<file path="src/rtl/seq_hit_pkg.sv">
// rtl/seq_hit_pkg.sv - handshake state encoding, default sizes and saturating add for sequence_hit_counter
package seq_hit_pkg;

    typedef enum logic [1:0] {
        H_IDLE      = 2'b00,
        H_WAIT_LOW  = 2'b01,
        H_WAIT_HIGH = 2'b10
    } hs_state_t;

    localparam int N_DEFAULT = 8;
    localparam int W_DEFAULT = 16;

    // Operands are widened to 32 bits so one function serves every N up to 31.
    function automatic logic [31:0] sat_add(input logic [31:0] a,
                                            input logic [31:0] b,
                                            input logic [31:0] maxv);
        logic [32:0] sum;
        sum = {1'b0, a} + {1'b0, b};
        return (sum > {1'b0, maxv}) ? maxv : sum[31:0];
    endfunction

    function automatic logic sat_clamps(input logic [31:0] a,
                                        input logic [31:0] b,
                                        input logic [31:0] maxv);
        logic [32:0] sum;
        sum = {1'b0, a} + {1'b0, b};
        return sum > {1'b0, maxv};
    endfunction

endpackage

</file>
<file path="src/rtl/window_timer.sv">
// rtl/window_timer.sv - free-running modulo-W cycle counter with a window-end tick
module window_timer #(
    parameter int W = 16
) (
    input  logic clock,
    input  logic reset_,
    output logic wend
);

    localparam int CW = (W > 1) ? $clog2(W) : 1;

    logic [CW-1:0] wcnt;

    assign wend = (wcnt == CW'(W - 1));

    always_ff @(posedge clock or negedge reset_) begin
        if (!reset_) begin
            wcnt <= '0;
        end else if (wend) begin
            wcnt <= '0;
        end else begin
            wcnt <= wcnt + CW'(1);
        end
    end

endmodule

</file>
<file path="src/rtl/sequence_hit_counter.sv">
// rtl/sequence_hit_counter.sv - windowed hit counter with dav_/rfd delivery; SEQUENCE_HIT_COUNTER_ACCUM_EN parks undelivered counts
module sequence_hit_counter
    import seq_hit_pkg::*;
#(
    parameter int N = N_DEFAULT,
    parameter int W = W_DEFAULT
) (
    input  logic         clock,
    input  logic         reset_,
    input  logic         z,
    input  logic         rfd,
    output logic         dav_,
    output logic [N-1:0] out,
    output logic         lost
);

    localparam logic [31:0] MAXV = (32'd1 << N) - 32'd1;

    logic         wend;
    logic [N-1:0] hits;
    logic [N-1:0] snapshot;
    logic [N-1:0] out_d;
    logic         lost_d;
    logic         overrun;
    hs_state_t    state_q;
    hs_state_t    state_d;

    window_timer #(.W(W)) u_window_timer (
        .clock  (clock),
        .reset_ (reset_),
        .wend   (wend)
    );

    assign snapshot = N'(sat_add(32'(hits), 32'(z), MAXV));

    // A window closes undelivered unless the consumer is idle and ready at its end.
    assign overrun = wend && !(state_q == H_IDLE && rfd);

    always_ff @(posedge clock or negedge reset_) begin
        if (!reset_) begin
            hits <= '0;
        end else if (wend) begin
            hits <= '0;
        end else begin
            hits <= snapshot;
        end
    end

`ifdef SEQUENCE_HIT_COUNTER_ACCUM_EN
    logic [N-1:0] pend;
    logic [N-1:0] pend_d;
    logic         pvalid;
    logic         pvalid_d;
    logic [N-1:0] flush_add;
    logic [N-1:0] flush_val;
    logic         flush_ovf;
    logic [N-1:0] park_val;
    logic         park_ovf;

    assign flush_add = wend ? snapshot : '0;
    assign flush_val = N'(sat_add(32'(pend), 32'(flush_add), MAXV));
    assign flush_ovf = sat_clamps(32'(pend), 32'(flush_add), MAXV);
    assign park_val  = N'(sat_add(32'(pend), 32'(snapshot), MAXV));
    assign park_ovf  = sat_clamps(32'(pend), 32'(snapshot), MAXV);

    always_ff @(posedge clock or negedge reset_) begin
        if (!reset_) begin
            pend   <= '0;
            pvalid <= 1'b0;
        end else begin
            pend   <= pend_d;
            pvalid <= pvalid_d;
        end
    end
`endif

    always_comb begin
        state_d = state_q;
        out_d   = out;
        lost_d  = lost;
`ifdef SEQUENCE_HIT_COUNTER_ACCUM_EN
        pend_d   = pend;
        pvalid_d = pvalid;
`endif
        case (state_q)
            H_IDLE: begin
`ifdef SEQUENCE_HIT_COUNTER_ACCUM_EN
                if (rfd && pvalid) begin
                    out_d    = flush_val;
                    lost_d   = lost | flush_ovf;
                    pend_d   = '0;
                    pvalid_d = 1'b0;
                    state_d  = H_WAIT_LOW;
                end else if (wend && rfd) begin
                    out_d   = snapshot;
                    state_d = H_WAIT_LOW;
                end
`else
                if (wend && rfd) begin
                    out_d   = snapshot;
                    state_d = H_WAIT_LOW;
                end
`endif
            end
            H_WAIT_LOW: begin
                if (!rfd) begin
                    state_d = H_WAIT_HIGH;
                end
            end
            H_WAIT_HIGH: begin
                if (rfd) begin
                    state_d = H_IDLE;
                end
            end
            default: begin
                state_d = H_IDLE;
            end
        endcase

        if (overrun) begin
`ifdef SEQUENCE_HIT_COUNTER_ACCUM_EN
            pend_d   = park_val;
            pvalid_d = 1'b1;
            lost_d   = lost | park_ovf;
`else
            lost_d = 1'b1;
`endif
        end
    end

    always_ff @(posedge clock or negedge reset_) begin
        if (!reset_) begin
            state_q <= H_IDLE;
            dav_    <= 1'b1;
            out     <= '0;
            lost    <= 1'b0;
        end else begin
            state_q <= state_d;
            dav_    <= (state_d != H_WAIT_LOW);
            out     <= out_d;
            lost    <= lost_d;
        end
    end

endmodule

</file>
<file path="config.mk">
export PLATFORM = sky130hd
export DESIGN_NAME = sequence_hit_counter
export DESIGN_NICKNAME = d
export VERILOG_FILES = /design/src/rtl/seq_hit_pkg.sv /design/src/rtl/window_timer.sv /design/src/rtl/sequence_hit_counter.sv
export SDC_FILE = /design/constraint.sdc
export NUM_CORES = 1
export LEC_CHECK = 0
export CAP_MARGIN = 0
export CORE_ASPECT_RATIO = 1.1
export CORE_MARGIN = 10
export CORE_UTILIZATION = 25
export CTS_CLUSTER_DIAMETER = 120
export CTS_CLUSTER_SIZE = 30
export DETAILED_ROUTE_END_ITERATION = 8
export GPL_TIMING_DRIVEN = 0
export MAX_ROUTING_LAYER = met4
export SETUP_SLACK_MARGIN = 0.2
export SLEW_MARGIN = 20
export SYNTH_ARGS = -nofsm -noshare
export SYNTH_HDL_FRONTEND = slang
export SYNTH_SLANG_ARGS = --single-unit
</file>
<file path="constraint.sdc">
create_clock -name clock -period 1.41 [get_ports clock]
set_clock_uncertainty 0.15 [all_clocks]
set_input_delay 0.3525 -clock clock [delete_from_list [all_inputs] [get_ports clock]]
set_output_delay 0.3525 -clock clock [all_outputs]
set_load 0.005 [all_outputs]
</file>
==> qor.yml <==
routing:
  drc_errors: 0
  routed_wl_um: 3090
  drtIter0Drc: 50
  postRouteAntennaNets: 0
  vias_per_cell: 4.90
  num_vias: 971
  wire_per_inst_um: 15.6
  first_pass_iters: 5
critical_path:
  critPathKind: "reg -> reg"
  cp_max_fo: 4
  start_kind: "register"
  reg2reg_from: "hits[0]$_DFF_PN0_"
  critPathArrivalTime_ns: 1.56
  worstReg2RegEnd: "out[7]$_DFFE_PN0P_"
  r2r_cells: 4
  endpoint_kind: "register"
  cp_data_required_time_ns: 1.44
  reg2reg_slack_ns: -0.12
synthesis:
  synthesis.area_sq_um: 1070
  synth_cell_type_count: 30
  synth_seq_area_share: 0.560
  synth-async-reset-ratio: 1.00
  synth.avg_cell_area_sq_um: 10.5
  yosys_warnings: 0
  synth_edf_count: 0
  synth_seq_cells: 24
  syn_inst: 102
  syn-num-nets: 109
  synthFlopType: "dfrtp_1"
finish:
  drive_gt1_frac: 0.616
  layout_common_cells: "buf_4 (22), dfrtp_1 (18), buf_2 (9)"
  layout.nets: 154
  area_growth_pct: 73.7
  final_common_cell: "buf_4"
  instances_no_fill: 198
  multi_input_comb_area_sq_um: 706
  seqCellArea_sq_um: 608
  diodes: 0
  fill_cells: 374
timing:
  max_slew_margin: 0.590
  setup_viol: 16
  hold_viol: 0
  rsz0062_at_grt: "true"
  finalSetupTns_ns: -0.707
  fin_ws_ns: -0.115
  achievable-frequency_mhz: 656
  layout_min_cycle_time_ns: 1.53
  slew_violations: 0
  post-route-period-util: 1.08
  worst_pin_slew_ns: 0.616
grt:
  grtUsageTotal: 0.0937
  grt_start_max_net_pins: 25
  grt_pass1_wl_um: 5150
  grt-ovfl-total: 0
  antenna_found_initial: 0
  first_global_vias: 1075
die:
  die-area_sq_um: 7320
  placementRows: 24
  die_h_um: 88.8
  start_util: 0.265
  coreArea_sq_um: 4050
  pin_count: 14
  die_width_um: 82.5
job:
  maxCapViolCount: 0
cts:
  cts_buffer_depth: 2
  hold_buffers: 0
  cts_buffers: 3
  cts_root_buf: "clkbuf_8"
  cts.sinks: 24
  cts_tree: "yes"
  cts-htree-levels: 1
  path_clk_slew_ns: 0.09
  worstSkewPairLatency_ns: 0.27
pwr:
  pwr_density_cell_nw_per_um2: 875
  clkPwrFrac: 0.293
  internal_power_w: 0.00122
  seq_power_share: 0.489
  pwr-share-comb: 0.217
  switching_power_w: 0.000415
  power_leakage_nw: 0.779
  swShare: 0.254
  ir_worst_vdd_mv: 0.463
status:
  violations: "negative setup slack"
  status: "finished, violations left"
placed_design:
  place.port_buffers: 13
  hpwl_um: 1810
  gp_congestion: 0.791
  place_inst: 167
hold_path:
  min_path_type: "in -> async"
-- power by group through the flow --
stage,Clock (W),Sequential [W],Combinational (W)
4_1_cts,0.000489,0.000803,0.000280
5_1_grt,0.000512,0.000810,0.000400
3_3_place_gp,0,0.000811,0.000280
3_5_place_dp,0,0.000816,0.000279
6_report,0.000479,0.000799,0.000355
2_1_floorplan,0,0.000817,0.0000889
-- through the flow --
step	cell area, sq um	util	setup slack [ns]	hold WS [ns]	power, W
2_1_floorplan	1180	-	0.0298	-0.0931	0.000906
3_3_place_gp	1380	0.340	-0.590	0.292	0.00109
3_5_place_dp	1380	0.340	-0.624	0.300	0.00109
4_1_cts	1660	0.410	-0.103	0.0478	0.00157
5_1_grt	1870	0.460	-0.174	0.0683	0.00172
6_report	1870	0.460	-0.115	0.0263	0.00163
-- sequential cells by signal, summed over array words and instances, names as in the netlist --
register,cells
hits,8
out,8
u_window_timer.wcnt,4
state_q,2
dav_,1
lost,1
-- kinds of logic after synthesis --
logic type	synth area share
AOI/OAI and AO/OA	0.184
and+or+nand+nor	0.146
DFF	0.560
buffers and inverters	0.0512
xor gates and xnor gates	0.0245
adders and majority gates	0.0349
-- cells in the mapped netlist (all sizes together) (2+ instances only) --
cell type,instances,area share
nand3,4,0.019
inv,5,0.017
ha,3,0.035
nand4,2,0.012
and4,3,0.026
a21oi,8,0.037
a31oi,4,0.023
nor3,5,0.023
o21ai,12,0.056
nor2,6,0.021
buf,5,0.030
xnor2,2,0.016
nand2,3,0.010
o31ai,4,0.028
dfrtp,23,0.54
-- critical path, stage by stage, from the launching register on --
cell and delay, ns:
dfrtp_2 0.42, ha_4 0.17, nand4_1 0.21, o21a_1 0.28, o31ai_1 0.20
-- worst max-delay path by stage --
| stage | start | end | cells past startpoint |
|---|---|---|---|
| 3_3_place_gp | z | out[7]$_DFFE_PN0P_ | 5 |
| 6_report | hits[0]$_DFF_PN0_ | out[7]$_DFFE_PN0P_ | 4 |
| 5_1_grt | hits[0]$_DFF_PN0_ | out[5]$_DFFE_PN0P_ | 5 |
| 4_1_cts | hits[0]$_DFF_PN0_ | out[5]$_DFFE_PN0P_ | 5 |
| 3_5_place_dp | z | out[7]$_DFFE_PN0P_ | 5 |
| 2_1_floorplan | state_q[1]$_DFF_PN0_ | out[7]$_DFFE_PN0P_ | 4 |
-- area by class of cell --
cell class,count,area share
well taps,52,0.0349
inverters,5,0.0101
flip-flops and latches,24,0.326
multi-input cells,67,0.378
plain buffers,6,0.0422
clock buffers,4,0.0295
repair buffers,40,0.180
-- per-layer routing --
layer  part of all wire  track usage
met5                  0            -
met1               0.43        0.108
met4              0.022       0.0518
met2               0.51        0.149
met3              0.034       0.0183
-- timing repair --
action | 4_1_cts | 5_1_grt
pin swaps | 9 | 9
gates resized for setup | 72 | 31
buffers inserted | 17 | 9
gates cloned | 1 | 0
setup endpoints to repair | 54 | 31
(Power assumes the default switching activity.)
